<file path="config.mk">
export PLATFORM = sky130hd
export DESIGN_NAME = reg_scoreboard
export DESIGN_NICKNAME = d
export VERILOG_FILES = /design/src/rtl/reg_scoreboard.sv
export SDC_FILE = /design/constraint.sdc
export NUM_CORES = 1
export LEC_CHECK = 0
export ABC_CLOCK_PERIOD_IN_PS = 3100
export CAP_MARGIN = 10
export CORE_MARGIN = 2
export CORE_UTILIZATION = 25
export CTS_CLUSTER_SIZE = 10
export DETAILED_ROUTE_END_ITERATION = 6
export PLACE_DENSITY_LB_ADDON = 0.05
export SLEW_MARGIN = 25
export SYNTH_ARGS = -nofsm -noshare
export SYNTH_HDL_FRONTEND = slang
export SYNTH_SLANG_ARGS = --single-unit
</file>
<file path="constraint.sdc">
create_clock -name clk -period 3.1 [get_ports clk]
set_input_delay 0.62 -clock clk [delete_from_list [all_inputs] [get_ports clk]]
set_output_delay 0.62 -clock clk [all_outputs]
set_load 0.05 [all_outputs]
</file>
<file path="src/rtl/reg_scoreboard.sv">
// Register scoreboard: per-register pending-write counters drive decode stall/issue, plus sticky deadlock and writeback-error flags.
// Optional macro SCOREBOARD_WB_BYPASS_EN lets a same-cycle writeback clear a source hazard.
module reg_scoreboard #(
  parameter int TIMEOUT_CYCLES = 64
) (
  input  logic        clk,
  input  logic        rst,
  input  logic        id_valid,
  input  logic [4:0]  id_rs1,
  input  logic [4:0]  id_rs2,
  input  logic        id_rs1_used,
  input  logic        id_rs2_used,
  input  logic [4:0]  id_rd,
  input  logic        id_rd_wen,
  input  logic        flush,
  input  logic        wb_valid,
  input  logic [4:0]  wb_rd,
  output logic        stall,
  output logic        issue,
  output logic [31:0] busy_vec,
  output logic        deadlock,
  output logic        wb_err
);

  localparam logic [15:0] TMO = 16'(TIMEOUT_CYCLES);

  logic [1:0]  cnt_q   [31:1];
  logic [1:0]  cnt_eff [32];
  logic [15:0] run_q;
  logic        haz1, haz2, waw;
  logic        inc_en, dec_en, wb_bad;

  // While reset is asserted the counters read as zero so decode sees no hazards.
  always_comb begin
    cnt_eff[0] = 2'd0;
    for (int r = 1; r < 32; r++) begin
      cnt_eff[r] = rst ? cnt_q[r] : 2'd0;
    end
  end

  always_comb begin
    haz1 = id_rs1_used && (id_rs1 != 5'd0) && (cnt_eff[id_rs1] != 2'd0);
    haz2 = id_rs2_used && (id_rs2 != 5'd0) && (cnt_eff[id_rs2] != 2'd0);
`ifdef SCOREBOARD_WB_BYPASS_EN
    if (wb_valid && (wb_rd == id_rs1) && (cnt_eff[id_rs1] == 2'd1)) haz1 = 1'b0;
    if (wb_valid && (wb_rd == id_rs2) && (cnt_eff[id_rs2] == 2'd1)) haz2 = 1'b0;
`endif
    waw    = id_rd_wen && (id_rd != 5'd0) && (cnt_eff[id_rd] == 2'd3);
    stall  = id_valid && !flush && (haz1 || haz2 || waw);
    issue  = id_valid && !flush && !stall;
    inc_en = issue && id_rd_wen && (id_rd != 5'd0);
    dec_en = wb_valid && (wb_rd != 5'd0) && (cnt_eff[wb_rd] != 2'd0);
    wb_bad = wb_valid && (wb_rd != 5'd0) && (cnt_eff[wb_rd] == 2'd0);
  end

  // An issue and a retire on the same register cancel out.
  always_ff @(posedge clk) begin
    if (!rst) begin
      for (int r = 1; r < 32; r++) cnt_q[r] <= 2'd0;
    end else begin
      for (int r = 1; r < 32; r++) begin
        if (inc_en && (id_rd == 5'(r)) && !(dec_en && (wb_rd == 5'(r))))
          cnt_q[r] <= cnt_q[r] + 2'd1;
        else if (dec_en && (wb_rd == 5'(r)) && !(inc_en && (id_rd == 5'(r))))
          cnt_q[r] <= cnt_q[r] - 2'd1;
      end
    end
  end

  always_comb begin
    busy_vec[0] = 1'b0;
    for (int r = 1; r < 32; r++) busy_vec[r] = (cnt_q[r] != 2'd0);
  end

  // Stall-run counter saturates at the timeout; both error flags stay set until reset.
  always_ff @(posedge clk) begin
    if (!rst) begin
      run_q    <= 16'd0;
      deadlock <= 1'b0;
      wb_err   <= 1'b0;
    end else begin
      if (stall) begin
        if (run_q != TMO) run_q <= run_q + 16'd1;
        if (run_q == TMO - 16'd1) deadlock <= 1'b1;
      end else begin
        run_q <= 16'd0;
      end
      if (wb_bad) wb_err <= 1'b1;
    end
  end

endmodule

</file>
# == After elaboration in Yosys (flattened, before gate mapping) ==
# Memory sizes are Yosys's and may differ from the RTL's.
# Index checks and enable logic that the tools add are counted.
# classes
n_addsub,63
n_shift,0
n_bitwise,66
mul,0
div,0
eq_ne,65
muxes,323
order_cmp,4
reduce_logical,245
# op_table
operator,n
$mux 1,218
$mux 2,101
$eq 5x5->1 const B,32
$logic_and 1x1->1,138
$eq 5x4->1 const B,16
$reduce_bool 2->1,34
$logic_not 1->1,64
$add 2x1->2 const B,31
$or 1x1->1,62
$sub 2x1->2 const B,31
$bmux 2 s5,4
$eq 5x3->1 const B,8
$ge 6x6->1 const B,4
$not 5->6,4
$eq 5x2->1 const B,4
$reduce_bool 5->1,4
$add 16x1->16 const B,1
$eq 16x6->1 const B,1
$ne 16x7->1 const B,1
$eq 5x1->1 const B,2
$reduce_and 2->1,2
$eq 2x2->1 const B,1
$logic_not 2->1,1
$logic_or 1x1->1,2
# word_totals
latchBits,0
register_bits,18
ramBits,62
wordCells,770
mem_bits_ro,0
n_memories,1
output_inout_bits,36
input_bits,28
# memory_table
name,depth,width,rd,rd_ports_with_merged_regs,write_ports,line_no,text
cnt_q,31,2,31,0,31,27,logic [1:0] cnt_q [31:1];

# == Logic depth before layout (Yosys ltp) ==
# An unclocked memory read counts as a cell.
# logic_depth
ltp_word,22
depth_mapped,12
mapped_depth_nobuf,8

# == Worst setup path after synthesis ==
# OpenSTA, ideal clock, no wires.
# synth_path
path_type,input to output
from,input port rst
to,output port issue
arrival_time_ns,3.021
required_time_ns,2.480
n_path_buf,4
setup_slack_ns,-0.541
path_stages,10
path_cell_list,buf_2 > inv_1 > buf_2 > nor2_1 > o2111ai_1 > o31ai_1 > o32a_1 > buf_2 > buf_2 > nor3_1
# synth_between
elab_chain_cells,11
# synth_lines
item,line_no,text
"start, declared",7,"input logic rst,"
$mux 2,37,cnt_eff[r] = rst ? cnt_q[r] : 2'd0;
$bmux 2 s5 (on tied branches),"42, 43",
$mux 2 (on tied branches) (2 in series),"42, 43",
$reduce_bool 2->1 (on tied branches),"42, 43",
$logic_and 1x1->1 (on tied branches),"42, 43",
$logic_or 1x1->1,49,stall = id_valid && !flush && (haz1 || haz2 || waw);
$logic_or 1x1->1 *,49,
$logic_and 1x1->1 *,49,
$logic_not 1->1 *,50,issue = id_valid && !flush && !stall;
$logic_and 1x1->1 *,50,
"end, declared",19,"output logic issue,"
# Every way passes the cells marked *; elsewhere a longest branch is shown, timed or not. The select of a mux whose other input is x is not followed.

# == Final worst setup path ==
# layout_path
from,input port id_rd[4]
to,output port stall
# layout_between
elab_chain_cells,8
# layout_lines
item,line_no,text
"start, declared",13,"input logic [4:0] id_rd,"
$not 5->6 (implied by the code),48,waw = id_rd_wen && (id_rd != 5'd0) && (cnt_eff[id_rd] == 2'd3);
$bmux 2 s5,48,
$mux 2 (implied by the code) (2 in series),48,
$eq 2x2->1,48,
$logic_and 1x1->1 *,48,
$logic_or 1x1->1 *,49,
$logic_and 1x1->1 *,49,
"end, declared",18,"output logic stall,"
# Marked as above.

==> results.py <==
metrics = {
    "synthesis": {
        "yosys.cell_types.count": 79,
        "synth_top_family_by_area": "simple AND/OR/NAND/NOR gates",
        "ys_async_sr_fraction_pct": 0,
        "syn_area_per_cell_sq_um": 8.08,
        "synthAdderAreaFrac_pct": 5.60,
        "synthSimpleGateAreaFrac_pct": 27.6,
        "ys_seq_area_share_pct": 30.2,
        "syn_inst": 912,
        "yosysWarnings": 0,
        "yosys.area.top_type_share_pct": 25.3,
        "synth-main-ff-cell": "edfxtp_1",
        "syn-num-nets": 973,
        "synth-edff-count": 62,
        "ys_ff_latch": 80,
        "synthMuxAreaShare_pct": 8.37,
        "synth.area.top_cells": "edfxtp_1 (25%), nand3_1 (5.6%), ha_1 (5.6%), mux2i_1 (5.6%), inv_1 (5.4%)",
        "synth_most_common_cell": "inv_1",
        "yosysTopAreaCell": "edfxtp_1",
        "synth_area_sq_mm": 0.00737,
        "synth-xor-area-share_pct": 2.02,
        "synth_common_cells": "inv_1 (106), nand3_1 (83), nor2_1 (75), edfxtp_1 (62), nand2_1 (47)",
        "synth-compound-area-share_pct": 17.3,
    },
    "clocking": {
        "h-tree-depth": 3,
        "cts.sinks": 80,
        "cts_tree": "yes",
        "cts.path.max_buffers": 2,
        "insertion_delay_ns": 0.37,
        "cts.clk_slew.worst_paths_ns": 0.07,
        "cts_buffers": 9,
        "cts_root_buf": "clkbuf_16",
    },
    "route": {
        "ant_nets": 0,
        "vias_per_cell": 5.18,
        "drt_iter0_markers": 670,
        "drtPass1Iterations": 5,
        "vias": 8252,
        "totalWireLength_mm": 34.6,
        "route.detailed.drc": 0,
        "routedWlPerCell_um": 21.8,
    },
    "die": {
        "dieArea_sq_mm": 0.0309,
        "pin_count": 64,
        "die_height_um": 176,
        "core_area_sq_mm": 0.0289,
        "fp-row-count": 62,
        "initial_utilization_pct": 25.5,
        "die-width_um": 176,
    },
    "power": {
        "leakagePower_nw": 4.80,
        "powerDensity_mw_per_mm2": 316,
        "ir_drop_mv": 0.208,
    },
    "hold_path": {
        "hold_path.class": "reg2reg",
    },
    "setup_path": {
        "reg2reg_from": "cnt_q[0][34]",
        "r2r_end": "cnt_q[0][10]",
        "crit_path_top_delay_cell": "or4_4",
        "regToRegSetupSlack_ns": -0.13,
        "worstSetupEndpoint": "stall",
        "required_ns": 2.48,
        "path_cells": "dlygate4sd2_1, nand2b_4, a21o_1, a31o_2, or4_4, o221ai_4, o21ai_4, clkinvlp_4, buf_12",
        "critPathLaunchType": "primary input",
        "slowest_delay_ns": 0.56,
        "worst-setup-path-type": "in2out",
        "cp.arrival_ns": 2.69,
        "startpoint": "id_rd[4]",
        "endpoint_kind": "output pin",
        "cp_max_fo": 3,
        "ff2ff_path_depth": 13,
    },
    "global_routing": {
        "grt_first_pass_wirelength_mm": 50.9,
        "grt_pass1_vias": 8043,
        "track_usage_pct": 22.4,
        "grt_max_degree": 24,
        "overflow": 0,
        "antenna_found_initial": 2,
    },
    "sta": {
        "worst_slack_ns": -0.208,
        "hold_viol_final": 0,
        "period_share_pct": 107,
        "worstMarginPinSlew_ns": 0.633,
        "fin_skew_ns": 0.0142,
        "max-slew-margin-rel_pct": 57.7,
        "hold_ws_ns": 0.495,
        "max_freq_ghz": 0.302,
        "finalSetupViolCount": 37,
        "rsz0062_at_grt": "yes",
        "fin_crit_ns": 3.31,
        "finalMaxSlewViolations": 0,
    },
    "status": {
        "violations": "negative setup slack",
        "status": "finished with violations",
    },
    "final_layout": {
        "nets": 1265,
        "syn_to_final_growth_pct": 57.6,
        "drive_gt1_share_pct": 34.9,
        "antenna_cells": 0,
        "final_util_pct": 40.2,
    },
    "placement": {
        "dpl.hpwl_mm": 27.0,
        "io_buffers": 62,
        "gp_congestion": 0.917,
    },
    "flow_run": {
        "max_cap_viol_count": 0,
    },
}
## how the worst min path moves through the flow
stage          startpoint        end  slack (ns)  depth (start not counted)
2_1_floorplan   run_q[15]  run_q[15]        0.48                          2
3_3_place_gp       wb_err     wb_err        0.48                          2
3_5_place_dp     deadlock   deadlock        0.46                          1
4_1_cts          deadlock   deadlock        0.49                          1
5_1_grt          deadlock   deadlock        0.53                          1
6_report         deadlock   deadlock        0.49                          1
## timing repair
action | 4_1_cts | 5_1_grt
gates resized for setup | 155 | 57
setup buffers | 25 | 14
hold buffers | 0 | 0
pin swaps | 47 | 29
gates cloned | 6 | 3
endpoints found under the setup margin | 126 | 121
## flip-flops by register name, summed over array words and instances, names as in the netlist
register	count
run_q	16
wb_err	1
deadlock	1
cnt_q	62
## power by group
part | leakage, nW | switching, mW | internal [mW] | total [mW]
clock network | 0.151 | 0.537 | 0.610 | 1.15
registers | 0.786 | 0.0357 | 1.19 | 1.23
logic | 3.86 | 0.709 | 0.592 | 1.30
total | 4.80 | 1.28 | 2.39 | 3.67
## critical path: cells and delay by family
family	cells	cell delay, ns
compound gates	4	0.82
buf+inv	3	0.53
simple gates	2	0.71
## cells in the final DEF (no fill, tap or decap), types with 8 or more instances in the layout
cell             instances
nor4_1                   8
ha_1                    33
clkdlybuf4s50_1         41
nand4_1                 41
nor2_1                  71
mux2i_1                 39
edfxtp_1                62
or3_1                    8
a21oi_2                 12
inv_1                  105
nand3_1                 59
buf_4                  222
nand2_1                 46
dfxtp_1                 18
o31ai_1                 10
o22ai_1                 10
nor3_1                  38
buf_6                   34
nand2b_1                15
a21o_1                  22
buf_12                  10
o21ai_0                 16
a21oi_1                 31
nand3_2                 20
xnor2_1                 10
clkbuf_16               13
## cell families (layout without fill, tap and decap cells)
family	count (synthesis)	in the layout
adder cells (fa/ha/maj)	33	33
other	1	1
XOR/XNOR	17	17
flip-flops	80	80
AND/OR/NAND/NOR	387	387
buffers and inverters	162	459
AO/OA/AOI/OAI	180	180
multiplexers	52	52
## through the flow
step / std cells / worst slack [ns] / total power, mW / instance area, sq um / setup TNS (ns)
after floorplan: 912 / -0.194 / 1.75 / 7390 / -0.325
after global placement: 1533 / -0.789 / 2.28 / 10100 / -87.72
after detailed placement: 1533 / -0.783 / 2.27 / 10100 / -82.08
after CTS: 1580 / -0.263 / 3.65 / 11300 / -11.12
after global routing: 1593 / -0.262 / 3.81 / 11600 / -5.73
final: 1593 / -0.208 / 3.67 / 11600 / -2.71
## layout make-up
cell class	count	area, sq um
inverters	107	408
clock buffers	10	250
flip-flops and latches	80	2220
fillers	3003	17200
clock inverters	6	55.1
multi-input cells	670	5100
repair buffers	336	3100
well taps	384	480
## routing by layer
metal | share of wire [%] | GRT usage, %
met1 | 48 | 32.1
met4 | 2.1 | 6.54
met3 | 5.9 | 3.48
met2 | 44 | 34.6
met5 | 0.038 | 0
No activity file was read; power rests on OpenSTA's default activity.
